--- config.mk ---
export PLATFORM = sky130hd
export DESIGN_NAME = tstamp_capture_fifo
export DESIGN_NICKNAME = d
export VERILOG_FILES = /design/src/rtl/tstamp_capture_fifo.sv
export SDC_FILE = /design/constraint.sdc
export NUM_CORES = 1
export LEC_CHECK = 0
export ABC_AREA = 1
export BUFFER_PORTS_ARGS = -buffer_cell sky130_fd_sc_hd__buf_2
export CORE_MARGIN = 4
export CORE_UTILIZATION = 46
export CTS_CLUSTER_SIZE = 24
export DETAILED_ROUTE_END_ITERATION = 8
export GPL_ROUTABILITY_DRIVEN = 0
export PLACE_DENSITY = 0.61
export SYNTH_ARGS = -nofsm -noshare
export SYNTH_HDL_FRONTEND = slang
export SYNTH_SLANG_ARGS = --single-unit
--- constraint.sdc ---
create_clock -name clk -period 15.8 [get_ports clk]
set_input_delay 2.37 -clock clk [delete_from_list [all_inputs] [get_ports clk]]
set_output_delay 2.37 -clock clk [all_outputs]
set_load 0.005 [all_outputs]
--- src/rtl/tstamp_capture_fifo.sv ---
// Multi-channel hit time-stamper: per-channel edge capture, fixed-priority arbitration
// into a show-ahead FIFO, plus sticky overflow flag and saturating drop counter.
module tstamp_capture_fifo #(
    parameter int TS_WIDTH  = 16,
    parameter int N_CH      = 4,
    parameter int CH_ID_W   = 2,
    parameter int LOG_DEPTH = 3
) (
    input  logic                        clk,
    input  logic                        rst,
    input  logic                        en_i,
    input  logic [N_CH-1:0]             hit_i,
    input  logic [N_CH-1:0]             ch_mask_i,
    input  logic                        clr_ovf_i,
    output logic [TS_WIDTH-1:0]         tstamp_o,
    output logic [CH_ID_W+TS_WIDTH-1:0] rd_data_o,
    output logic                        rd_valid_o,
    input  logic                        rd_ready_i,
    output logic [LOG_DEPTH:0]          level_o,
    output logic                        full_o,
    output logic                        empty_o,
    output logic                        ovf_o,
    output logic [7:0]                  drop_cnt_o
);

    localparam int DEPTH = 2 ** LOG_DEPTH;
    localparam int DW    = CH_ID_W + TS_WIDTH;
    localparam int CNT_W = $clog2(N_CH + 1);

    logic [TS_WIDTH-1:0]  ts_r;
    logic [N_CH-1:0]      hit_q_r;
    logic [N_CH-1:0]      pending_r;
    logic [TS_WIDTH-1:0]  hold_r [N_CH];
    logic [DW-1:0]        mem_r [DEPTH];
    logic [LOG_DEPTH-1:0] wr_ptr_r;
    logic [LOG_DEPTH-1:0] rd_ptr_r;
    logic [LOG_DEPTH:0]   level_r;
    logic                 full_r;
    logic                 empty_r;
    logic                 ovf_r;
    logic [7:0]           drop_cnt_r;

    logic [N_CH-1:0]      edge_s;
    logic [N_CH-1:0]      grant_s;
    logic [N_CH-1:0]      drain_s;
    logic [N_CH-1:0]      drop_s;
    logic [N_CH-1:0]      accept_s;
    logic [CH_ID_W-1:0]   win_id_s;
    logic [TS_WIDTH-1:0]  win_ts_s;
    logic [CNT_W-1:0]     drop_num_s;
    logic                 push_s;
    logic                 pop_s;
    logic [LOG_DEPTH:0]   level_nx_s;
    logic                 ovf_nx_s;
    logic [7:0]           drop_cnt_nx_s;

    // Clamp a 9-bit count to the 8-bit statistics range.
    function automatic logic [7:0] sat8(input logic [8:0] v);
        return v[8] ? 8'hFF : v[7:0];
    endfunction

    assign tstamp_o   = ts_r;
    assign rd_data_o  = mem_r[rd_ptr_r];
    assign rd_valid_o = ~empty_r;
    assign empty_o    = empty_r;
    assign full_o     = full_r;
    assign level_o    = level_r;
    assign ovf_o      = ovf_r;
    assign drop_cnt_o = drop_cnt_r;

    // Handshake, edge detection and lowest-index-wins grant (isolate lowest set bit).
    always_comb begin
        edge_s  = hit_i & ~hit_q_r & ch_mask_i & {N_CH{en_i}};
        pop_s   = ~empty_r & rd_ready_i;
        push_s  = (|pending_r) & (~full_r | pop_s);
        grant_s = pending_r & (~pending_r + N_CH'(1));
        drain_s = grant_s & {N_CH{push_s}};
        // A channel being drained this cycle frees its slot for a simultaneous edge.
        drop_s   = edge_s & pending_r & ~drain_s;
        accept_s = edge_s & ~drop_s;
    end

    // Winner id/timestamp mux and per-cycle drop population count.
    always_comb begin
        win_id_s   = '0;
        win_ts_s   = '0;
        drop_num_s = '0;
        for (int k = 0; k < N_CH; k++) begin
            win_id_s   = win_id_s | (grant_s[k] ? CH_ID_W'(k) : CH_ID_W'(0));
            win_ts_s   = win_ts_s | ({TS_WIDTH{grant_s[k]}} & hold_r[k]);
            drop_num_s = drop_num_s + CNT_W'(drop_s[k]);
        end
    end

    // Next FIFO occupancy.
    always_comb begin
        level_nx_s = level_r;
        case ({push_s, pop_s})
            2'b10:   level_nx_s = level_r + (LOG_DEPTH+1)'(1);
            2'b01:   level_nx_s = level_r - (LOG_DEPTH+1)'(1);
            default: level_nx_s = level_r;
        endcase
    end

    // Next statistics; a drop in the clearing cycle wins over the clear.
    always_comb begin
        ovf_nx_s      = ovf_r;
        drop_cnt_nx_s = drop_cnt_r;
        if (clr_ovf_i) begin
            ovf_nx_s      = |drop_s;
            drop_cnt_nx_s = sat8(9'(drop_num_s));
        end else begin
            ovf_nx_s      = ovf_r | (|drop_s);
            drop_cnt_nx_s = sat8({1'b0, drop_cnt_r} + 9'(drop_num_s));
        end
    end

    // Free-running timestamp and edge-detect history (history ones so held hits are ignored).
    always_ff @(posedge clk or posedge rst) begin
        if (rst) begin
            ts_r    <= '0;
            hit_q_r <= '1;
        end else begin
            hit_q_r <= hit_i;
            if (en_i) begin
                ts_r <= ts_r + TS_WIDTH'(1);
            end
        end
    end

    // Per-channel holding registers and pending bits.
    always_ff @(posedge clk or posedge rst) begin
        if (rst) begin
            pending_r <= '0;
            for (int k = 0; k < N_CH; k++) begin
                hold_r[k] <= '0;
            end
        end else begin
            for (int k = 0; k < N_CH; k++) begin
                if (accept_s[k]) begin
                    hold_r[k]    <= ts_r;
                    pending_r[k] <= 1'b1;
                end else if (drain_s[k]) begin
                    pending_r[k] <= 1'b0;
                end
            end
        end
    end

    // FIFO storage, pointers and occupancy flags.
    always_ff @(posedge clk or posedge rst) begin
        if (rst) begin
            wr_ptr_r <= '0;
            rd_ptr_r <= '0;
            level_r  <= '0;
            full_r   <= 1'b0;
            empty_r  <= 1'b1;
            for (int i = 0; i < DEPTH; i++) begin
                mem_r[i] <= '0;
            end
        end else begin
            if (push_s) begin
                mem_r[wr_ptr_r] <= {win_id_s, win_ts_s};
                wr_ptr_r        <= wr_ptr_r + LOG_DEPTH'(1);
            end
            if (pop_s) begin
                rd_ptr_r <= rd_ptr_r + LOG_DEPTH'(1);
            end
            level_r <= level_nx_s;
            full_r  <= (level_nx_s == (LOG_DEPTH+1)'(DEPTH));
            empty_r <= (level_nx_s == (LOG_DEPTH+1)'(0));
        end
    end

    // Sticky overflow flag and saturating drop counter.
    always_ff @(posedge clk or posedge rst) begin
        if (rst) begin
            ovf_r      <= 1'b0;
            drop_cnt_r <= 8'd0;
        end else begin
            ovf_r      <= ovf_nx_s;
            drop_cnt_r <= drop_cnt_nx_s;
        end
    end

endmodule

# After elaboration in Yosys (flattened, before gate mapping)
# Cells that the tools add are included.
[totals] latchBits=0 memories=0 inputBits=13 output_inout_bits=50 ram_bits=0 reg_bits=253 romBits=0 word_cells=99
[classes] n_lt_le_gt_ge=3 shift=0 n_addsub=10 div=0 multipliers=0 muxes=21 bitwise=29 n_reduce_logical=8 eq_ne=3
[op_table] op="$bwmux 144" n=1
[op_table] op="$and 16x16->16" n=4
[op_table] op="$bmux 18 s3" n=1
[op_table] op="$demux 18 s3" n=1
[op_table] op="$mux 18" n=3
[op_table] op="$or 16x16->16" n=3
[op_table] op="$and 4x4->4" n=8
[op_table] op="$add 16x1->16 const B" n=1
[op_table] op="$mux 8" n=2
[op_table] op="$not 4->4" n=4
[op_table] op="$mux 1" n=10
[op_table] op="$add 8x3->9" n=1
[op_table] op="$add 4x1->4 const B" n=2
[op_table] op="$ge 4x4->1 const B" n=2
[op_table] op="$not 3->4" n=2
[op_table] op="$pmux 4 s2" n=1
[op_table] op="$reduce_bool 2->1" n=4
[op_table] op="$reduce_or 4->1" n=2
[op_table] op="$add 3x1->3 const B" n=2
[op_table] op="$eq 4x4->1 const B" n=1
[op_table] op="$logic_not 4->1" n=1
[op_table] op="$lt 4x1->1 const B" n=1
[op_table] op="$mux 2" n=2
[op_table] op="$sub 4x1->4 const B" n=1
[op_table] op="11 further kinds" n=14

# Longest topological paths before layout
# Gate-level depths: netlist (run 1).
[logic_depth] ltp_word=13 depth_mapped=20 ltp_nobuf=18

# Least setup slack after synthesis (run 1)
# Ideal clock, no wire load.
[synth_timing] path_kind="in2reg" from="input rd_ready_i" to="register drop_cnt_r[5], in the netlist drop_cnt_o[5]" slack_ns=10.642 required_time_ns=15.737 arrival_time_ns=5.096 setup_ns=0.063 cell_stages=19 path_buffers=2 cell_sequence="nand2_2 > nand2_2 > inv_1 > o21ai_1 > buf_4 > buf_4 > nor2_1 > fa_1 > ha_1 > ha_1 > inv_1 > fa_1 > inv_1 > nand2_1 > nand2_1 > nand4_1 > nand3_1 > nand2_1 > inv_1"
[synth_between] elab_chain_cells=12
[synth_rtl] item="start, declared" line="18" source="input logic rd_ready_i,"
[synth_rtl] item="$and 1x1->1 (*)" line="74" source="pop_s = ~empty_r & rd_ready_i;"
[synth_rtl] item="$or 1x1->1 (*)" line="75" source="push_s = (|pending_r) & (~full_r | pop_s);"
[synth_rtl] item="$and 1x1->1 (*)" line="75"
[synth_rtl] item="$and 4x4->4 (*)" line="77" source="drain_s = grant_s & {N_CH{push_s}};"
[synth_rtl] item="$not 4->4 (*)" line="79" source="drop_s = edge_s & pending_r & ~drain_s;"
[synth_rtl] item="$and 4x4->4 (*)" line="79"
[synth_rtl] item="$add 1x1->2" line="91" source="drop_num_s = drop_num_s + CNT_W'(drop_s[k]);"
[synth_rtl] item="$add 2x1->3" line="91"
[synth_rtl] item="$add 3x1->3 (*)" line="91"
[synth_rtl] item="$add 8x3->9 (*)" line="114" source="drop_cnt_nx_s = sat8({1'b0, drop_cnt_r} + 9'(drop_num_s));"
[synth_rtl] item="$mux 8 (*)" line="59" source="return v[8] ? 8'hFF : v[7:0];"
[synth_rtl] item="$mux 8 (*)" line="109" source="if (clr_ovf_i) begin"
[synth_rtl] item="named net drop_cnt_nx_s[5]" line="55" source="logic [7:0] drop_cnt_nx_s;"
[synth_rtl] item="end signal, assigned" line="182" source="drop_cnt_r <= drop_cnt_nx_s;"
[synth_rtl] item="end, declared" line="41" source="logic [7:0] drop_cnt_r;"
# The timed path passes the listed nets; every way through them passes the cells marked *.
# A chain may end at the register's enable or synchronous reset.

# Worst setup path after layout (run 1)
[layout_timing] from="register rd_ptr_r[0]" to="output rd_data_o[2]"
[layout_between] elab_chain_cells=4
[layout_rtl] item="start, declared" line="36" source="logic [LOG_DEPTH-1:0] rd_ptr_r;"
[layout_rtl] item="start signal, assigned" line="167" source="rd_ptr_r <= rd_ptr_r + LOG_DEPTH'(1);"
[layout_rtl] item="$not 3->4 (not written as such)" line="63" source="assign rd_data_o = mem_r[rd_ptr_r];"
[layout_rtl] item="$bmux 18 s3" line="63"
[layout_rtl] item="$mux 18 (not written as such) (2 in series)" line="63"
[layout_rtl] item="end, declared" line="16" source="output logic [CH_ID_W+TS_WIDTH-1:0] rd_data_o,"
# No other way between the ends. The select of a mux whose other input is x is not followed.

==> results of run 1 <==
cell usage after synthesis:
cell type  number  area [um2]
clkinv_1        2       7.510
dfstp_2         5       131.4
xor2_1         15       131.4
inv_1          72       270.3
nor2_2          3       18.77
a31oi_1         4       25.02
xnor2_1         3       26.28
nor2_1        135       506.7
a21oi_2         9       78.83
fa_1            3       60.06
o21ai_1         8       40.04
nand3_1        43       215.2
buf_6           1       11.26
nand4_1         6       37.54
or2_2           1       6.260
inv_2          13       48.80
nor2_4          2       22.52
nor3_2          2       20.02
a21boi_0        2       15.01
nor3b_1         1       7.510
ha_1           12       150.1
buf_2          29       145.1
nand3b_1        1       7.510
buf_1           3       11.26
a21oi_1        13       65.06
nor3_1          2       10.01
o21ai_0       180       900.9
dfrtp_1       248        6206
nand2_1       661        2481
buf_4          13       97.59
clkbuf_1       26       97.59
nand2_2        13       81.33
worst reg2reg max path: cells and delay by family, from the launching register on:
family	cells	cell delay, ns
simple gates	8	1.15
fa+ha+maj	4	1.39
flops	1	0.69
buf+inv	4	0.44
compound gates	1	0.15
path summary, 6_finish.rpt:
kind | endpoint | slack (ns) | depth (start not counted)
setup / recovery | rd_data_o[2] | 10.32 | 8
hold / removal | hold_r[6] | 0.47 | 2
setup reg to reg | drop_cnt_o[5] | 11.91 | 17
hold reg to reg | hold_r[6] | 0.47 | 2
max in group asynchronous | mem_r[6] | 12.38 | 3
min in group asynchronous | wr_ptr_r[2] | 2.03 | 2
per-stage QoR:
stage                     utilization  power (W)
after global routing           0.5331   0.002648
after detailed placement       0.4906   0.001728
after global placement         0.4906   0.001713
after CTS                      0.5331   0.002489
after floorplan                     -   0.001471
final                          0.5331   0.002470
flip-flops by register name (all words and copies together) (netlist names):
| register | flops |
|---|---|
| rd_ptr_r | 3 |
| empty_o | 1 |
| drop_cnt_o | 8 |
| full_o | 1 |
| tstamp_o | 16 |
| level_o | 4 |
| mem_r | 144 |
| wr_ptr_r | 3 |
| hit_q_r | 4 |
| hold_r | 64 |
| pending_r | 4 |
| ovf_o | 1 |
cell type report:
type / instances / area (um2)
clock buffer: 36 / 792.0
clock inverter: 16 / 286.5
fill: 2443 / 11820
inverter: 87 / 334.1
multi-input combinational: 1119 / 4907
sequential: 253 / 6340
tap: 330 / 412.9
timing repair buffer: 78 / 430.4
layer usage:
| metal | up-vias | part of all wire | global-route usage |
|---|---|---|---|
| met5 | - | 0 | 0 |
| met4 | 0 | 0.026 | 0.05320 |
| met2 | 251 | 0.47 | 0.3647 |
| met3 | 62 | 0.042 | 0.02686 |
| met1 | 4671 | 0.46 | 0.3057 |
| li1 | 4856 | - | - |
power by group:
| group | total [W] | internal (W) | switching, W |
|---|---|---|---|
| sequential | 0.000944 | 0.000831 | 0.000113 |
| clock | 0.000753 | 0.000484 | 0.000269 |
| combinational | 0.000774 | 0.000258 | 0.000516 |
| total | 0.00247 | 0.00157 | 0.000898 |
cells by family after synthesis:
| logic type | count (synthesis) | share of synthesized area |
|---|---|---|
| AND/OR/NAND/NOR | 870 | 0.2861 |
| adder cells (fa/ha/maj) | 15 | 0.01761 |
| flip-flops | 253 | 0.5310 |
| AO/OA/AOI/OAI | 216 | 0.09425 |
| XOR/XNOR | 18 | 0.01321 |
| buffers and inverters | 159 | 0.05777 |
==> impl_metrics.ini, run 1 <==
[synth]
syn_inst = 1531
ys_ff_latch = 253
syn_area_mm2 = 0.01193
avgSynthCellArea_um2 = 7.795
synth_warnings = 0
synth.distinct_cells = 32
syn-num-nets = 1559
ys_seq_area_frac = 0.5310

[power]
p_leak_nw = 7.248
max-vdd-ir-drop_uv = 108.4
power.density_mw_per_mm2 = 183.0

[global_route]
grt_util_all_layers = 0.2182
grt_pass1_vias = 9476
grt_max_degree = 129
overflow = 0
antenna_found_initial = 0
grt_pass1_wl_um = 51070

[critical_path]
cp_num_buf_inv = 4
crit_path_start_kind = flop
end_kind = output pin
cp_slowest_stage_delay_ns = 0.66
cp_max_fo = 74
worstPathCellList = buf_4, inv_2, buf_4, o21ai_0, o21ai_0, nand2_1, nand2_1, buf_2
cp_top_family = buffers and inverters
critPathArrivalTime_ns = 3.11
crit_path_start = rd_ptr_r[0]
timing.rr.start = pending_r[0]
criticalPathCategory = reg2out
worst_path_max_delay_cell = buf_4
critPathRequiredTime_ns = 13.43

[cts]
cts_max_path_buffers = 3
htree_levels = 1
cts.sink_count = 253
path_clk_slew_ns = 0.06
cts_tree = done
postCtsHoldBufs = 0
ctsResizeCount = 0
cts_buffers = 28
ctsRootBufferMaster = clkbuf_16
post_cts_buffers = 0
insertion_delay_ns = 0.54

[place]
port-buffer-count = 62
post-place-ws_ns = 10.26
dp_cells = 1867
dpl.hpwl_um = 18440
place_area_mm2 = 0.01242

[run_status]
status = complete, no violations

[timing]
setup_ws_ns = 10.32
slew_headroom = 0.3640
slew_violations = 0
finalHoldViolations = 0
setup_violations = 0
fin_crit_ns = 5.485
fin_crit_sh = 0.3472
worst_pin_slew_ns = 0.9518
fmax_mhz = 182.3
whs_ns = 0.4696
finClkSkew_ns = 0.01164
rsz0062_at_grt = false
finalSetupTns_ns = 0

[die]
io_pins = 63
start_util = 0.4712
core.rowCount = 58
die_h_um = 169.1
die_area_mm2 = 0.02858
core_mm2 = 0.02533
die_w_um = 169.1

[route]
firstDrtPassIters = 7
avgViaCountPerCell = 5.128
wl_per_cell_um = 16.20
antenna_left = 0
drc = 0
drt_iter0_drc = 895
wl_um = 31090
via_count = 9840

[layout]
layout.nets = 1595
num_antenna_cells = 0
final_cell_mix = nand2_1, dfrtp_1, o21ai_0
postLayoutCellArea_mm2 = 0.01350
syn2layout_area_growth_pct = 13.15
final_common_cell = nand2_1
finalNonFillerCells = 1919
drive_above_1_share = 0.1120

[run]
cap_violations = 0

[min_path]
worstHoldStart = hold_r[6]
hp-class = reg2reg
Note: power is estimated with default switching activity, not from simulation.
==> run 2, diff against run 1 <==
--- a/config.mk
+++ b/config.mk
@@ -12,7 +12,7 @@
 export CTS_CLUSTER_SIZE = 24
 export DETAILED_ROUTE_END_ITERATION = 8
 export GPL_ROUTABILITY_DRIVEN = 0
-export PLACE_DENSITY = 0.61
+export PLACE_DENSITY = 0.63
 export SYNTH_ARGS = -nofsm -noshare
 export SYNTH_HDL_FRONTEND = slang
 export SYNTH_SLANG_ARGS = --single-unit
==> constraint.sdc (replaced) <==
create_clock -name clk -period 4.4 [get_ports clk]
set_input_delay 0.66 -clock clk [delete_from_list [all_inputs] [get_ports clk]]
set_output_delay 0.66 -clock clk [all_outputs]
set_load 0.005 [all_outputs]
==> run 2 against run 1 <==
Net effect: register-to-register slack got worse by 11 ns; highest routed layer unchanged; sequential cell count stayed put; setup slack lost 9.7 ns; largest power group unchanged; sequential power grew to 3.7 times the previous value; first-iteration DRC count shrank 9.8%; clock-buffer cell count grew 8; power rose to 3.4 times the previous value; utilization down 0.67 points; via count up 0.91%.
==> impl_metrics.ini, run 2 (same netlist as run 1, synthesis figures left out) <==
[die]
io_pins = 63
die_h_um = 169.1
die_area_mm2 = 0.02858
core_mm2 = 0.02533
start_util = 0.4712
die_w_um = 169.1
core.rowCount = 58

[power]
netSwitchingFraction = 0.3808
power.density_mw_per_mm2 = 632.9
max-vdd-ir-drop_uv = 402.6
p_leak_nw = 7.165
seqPwrFrac = 0.409
comb_power_share = 0.326
p_switching_w = 0.003213
pwr-share-clk = 0.266
p_int_w = 0.005225

[timing]
fin_crit_sh = 0.8711
slew_headroom = 0.3098
finalHoldViolations = 0
fin_crit_ns = 3.833
worst_pin_slew_ns = 1.033
finClkSkew_ns = 0.009744
setup_violations = 0
fmax_mhz = 260.9
finalSetupTns_ns = 0
rsz0062_at_grt = false
slew_violations = 0

[min_path]
hp-class = in2async

[critical_path]
worstPathCellList = inv_2, a21oi_1, nand2_1, inv_1, fa_1, ha_1, ha_1, inv_1, fa_1, inv_1, nand2_1, nand2_1, nand4_1, nand3_1, nand2_1, inv_1
cp_slowest_stage_delay_ns = 0.86
worst-r2r-cell-count = 16
end_kind = flop
cp_max_fo = 20
cp_top_family = adder cells
critPathRequiredTime_ns = 4.87
criticalPathCategory = reg2reg
crit_path_start_kind = flop
critPathArrivalTime_ns = 4.30
cp_num_buf_inv = 5
worst_path_max_delay_cell = dfrtp_1
crit_cells = 16

[route]
drc = 0
firstDrtPassIters = 6
wl_um = 31050
via_count = 9930
drt_iter0_drc = 807
avgViaCountPerCell = 5.169
wl_per_cell_um = 16.16
antenna_left = 0

[cts]
cts.sink_count = 253
ctsResizeCount = 0
cts_buffers = 28
htree_levels = 1
postCtsHoldBufs = 0
cts_max_path_buffers = 3
insertion_delay_ns = 0.53
ctsRootBufferMaster = clkbuf_16
path_clk_slew_ns = 0.06
post_cts_buffers = 0
cts_tree = done

[layout]
final_cell_mix = nand2_1, dfrtp_1, o21ai_0
syn2layout_area_growth_pct = 11.72
postLayoutCellArea_mm2 = 0.01333
layout.nets = 1597
nFillCells = 2448
largest_reg_flops = 144
num_antenna_cells = 0
final_util = 0.5264
drive_above_1_share = 0.1094
finalNonFillerCells = 1921
final_common_cell = nand2_1
largest_register = mem_r

[global_route]
grt_pass1_wl_um = 51340
antenna_found_initial = 0
overflow = 0
grt_util_all_layers = 0.2193
grt_pass1_vias = 9724
grt_max_degree = 158

[run_status]
status = complete, no violations

[place]
place_area_mm2 = 0.01245
dpl.hpwl_um = 18820
dp_cells = 1869
port-buffer-count = 62

[run]
cap_violations = 0
## run 2: final cells by class
cell class                      count  area [um2]  area share
Timing Repair Buffer               80       457.9     0.03435
Sequential cell                   253        6340      0.4755
Clock inverter                      8       42.54    0.003191
Tap cell                          330       412.9     0.03097
Clock buffer                       44       842.1     0.06316
Multi-Input combinational cell   1119        4907      0.3681
Inverter                           87       330.3     0.02477
## run 2: final timing paths
kind                              start       endpoint  slack (ns)
max                        pending_r[0]  drop_cnt_o[3]        0.57
min                                 rst     level_o[3]        0.14
max reg2reg                pending_r[0]  drop_cnt_o[3]        0.57
min reg2reg                   hold_r[3]      hold_r[3]        0.47
max in group asynchronous           rst      mem_r[92]        3.06
min in group clk               hit_i[0]     hit_q_r[0]        0.24
## run 2: power by group through the flow
| stage | clock network [W] | registers, W | logic (W) |
|---|---|---|---|
| floorplan | 0 | 0.00331 | 0.00197 |
| global placement | 0 | 0.00346 | 0.00272 |
| detailed placement | 0 | 0.00348 | 0.00276 |
| CTS | 0.00228 | 0.00345 | 0.00277 |
| global route | 0.00238 | 0.00354 | 0.00316 |
| finish | 0.00224 | 0.00345 | 0.00275 |
## run 2: metrics by stage
step	setup slack, ns	power (W)	hold slack [ns]
final	0.5673	0.008438	0.1356
after floorplan	0.4144	0.005283	0.4422
after CTS	0.6131	0.008494	0.1305
after global routing	0.1602	0.009077	0.1358
after global placement	0.7033	0.006181	0.4533
after detailed placement	0.5919	0.006232	0.4592
## run 2: routing by layer
metal	vias to the layer above	wire length, um	part of all wire	global-route usage
met1	4753	14000	0.45	0.2991
met4	0	629	0.020	0.05180
met5	-	0	0	0
met2	247	14910	0.48	0.3739
li1	4878	-	-	-
met3	52	1510	0.049	0.03106
==> run 3, diff against run 2 <==
--- a/config.mk
+++ b/config.mk
@@ -9,10 +9,11 @@
 export BUFFER_PORTS_ARGS = -buffer_cell sky130_fd_sc_hd__buf_2
 export CORE_MARGIN = 4
 export CORE_UTILIZATION = 46
+export CTS_BUF_LIST = sky130_fd_sc_hd__clkbuf_4
 export CTS_CLUSTER_SIZE = 24
 export DETAILED_ROUTE_END_ITERATION = 8
 export GPL_ROUTABILITY_DRIVEN = 0
-export PLACE_DENSITY = 0.63
+export PLACE_DENSITY = 0.65
 export SYNTH_ARGS = -nofsm -noshare
 export SYNTH_HDL_FRONTEND = slang
 export SYNTH_SLANG_ARGS = --single-unit
==> run 3 against run 2 <==
Net effect: power is 1.2% lower; largest cell class unchanged; largest power group unchanged; critical path depth stayed put; register-to-register slack better by 0.08 ns; clock skew is 0.025 ns higher; first-iteration DRC count is 9.4% higher; non-clock buffer count is 2 lower; clock power is 5% lower; final area stayed put; sequential power hardly changed.
==> impl_metrics.ini, run 3 (same netlist as run 1, synthesis figures left out) <==
[route]
firstDrtPassIters = 6
via_count = 10180
wl_um = 31480
avgViaCountPerCell = 5.116
drt_iter0_drc = 883
drc = 0
antenna_left = 0
wl_per_cell_um = 15.83

[layout]
largest_reg_flops = 144
largest_register = mem_r
nFillCells = 2477
final_cell_mix = nand2_1, dfrtp_1, o21ai_0
drive_above_1_share = 0.1460
syn2layout_area_growth_pct = 11.72
final_common_cell = nand2_1
area.sequential_mm2 = 0.006340
postLayoutCellArea_mm2 = 0.01333
layout.nets = 1636
multi_input_area_mm2 = 0.004907

[cts]
postCtsHoldBufs = 0
ctsResizeCount = 0
cts_buffers = 69
path_clk_slew_ns = 0.06
cts.sink_count = 253
cts_max_path_buffers = 3
post_cts_buffers = 0
ctsRootBufferMaster = clkbuf_4
htree_levels = 3
cts_tree = done
insertion_delay_ns = 0.67

[global_route]
grt_pass1_wl_um = 52390
antenna_found_initial = 1
grt_util_all_layers = 0.2253
grt_pass1_vias = 10140
overflow = 0
grt_max_degree = 166

[timing]
setup_violations = 0
finalSetupTns_ns = 0
rsz0062_at_grt = false
fin_crit_ns = 3.750
fmax_mhz = 266.7
slew_violations = 0
finClkSkew_ns = 0.03491
setup_ws_ns = 0.6505
worst_pin_slew_ns = 0.9905
fin_crit_sh = 0.8522
whs_ns = 0.1170
finalHoldViolations = 0
slew_headroom = 0.3381

[die]
die_h_um = 169.1
io_pins = 63
core_mm2 = 0.02533
start_util = 0.4712
die_area_mm2 = 0.02858
core.rowCount = 58
die_w_um = 169.1

[power]
max-vdd-ir-drop_uv = 334.8
power.density_mw_per_mm2 = 625.2
p_leak_nw = 7.260

[critical_path]
cp_max_fo = 20
crit_path_start_kind = flop
end_kind = flop
criticalPathCategory = reg2reg
critPathArrivalTime_ns = 4.34
critPathRequiredTime_ns = 4.99

[run]
cap_violations = 0

[place]
post-place-ws_ns = 0.6112
place_area_mm2 = 0.01245
port-buffer-count = 62
dpl.hpwl_um = 18700

[run_status]
status = complete, no violations

[min_path]
hp-class = in2reg
run 3: layout make-up:
type	count	area share
inverters	87	0.02477
diodes	2	0.0003754
flip-flops and latches	253	0.4755
multi-input cells	1119	0.3681
clock inverters	12	0.005349
clock buffers	108	0.06081
well taps	330	0.03097
repair buffers	78	0.03416
run 3: per-stage QoR:
step                power (W)    util  std cells
finish               0.008335  0.5264       1989
global route         0.009014  0.5264       1989
CTS                  0.008397  0.5262       1987
detailed placement   0.006234  0.4914       1867
global placement     0.006159  0.4914       1867
floorplan            0.005283       -       1531
run 3: routing by layer:
metal | global-route usage | vias to the layer above | routed length (um)
li1 | - | 4986 | -
met1 | 0.3047 | 4824 | 14260
met2 | 0.3670 | 307 | 14810
met3 | 0.04087 | 59 | 1750
met4 | 0.08015 | 0 | 654
met5 | 0 | - | 0
run 3: worst max-delay path, cell delays in order, from the launching register on:
cell     delay, ns
dfrtp_1       0.83
inv_2         0.13
a21oi_1       0.26
nand2_1       0.10
inv_1         0.08
fa_1          0.42
ha_1          0.21
ha_1          0.32
inv_1         0.07
fa_1          0.43
inv_1         0.07
nand2_1       0.05
nand2_1       0.14
nand4_1       0.28
nand3_1       0.16
nand2_1       0.07
inv_1         0.06
run 3: path summary, 6_finish.rpt:
kind,start,slack [ns],cells after the start,to
max,pending_r[0],0.65,16,drop_cnt_o[3]
min,hit_i[1],0.12,1,hit_q_r[1]
max reg2reg,pending_r[0],0.65,16,drop_cnt_o[3]
min reg2reg,mem_r[111],0.47,2,mem_r[111]
max in group asynchronous,rst,3.41,3,mem_r[21]
min in group asynchronous,rst,0.15,3,drop_cnt_o[5]
run 3: where the power goes:
part	leakage [nW]	internal [W]	switching, W
Sequential	3.33	0.00298	0.000472
Clock	0.539	0.00117	0.000966
Combinational	3.39	0.000928	0.00182
Total	7.26	0.00508	0.00326
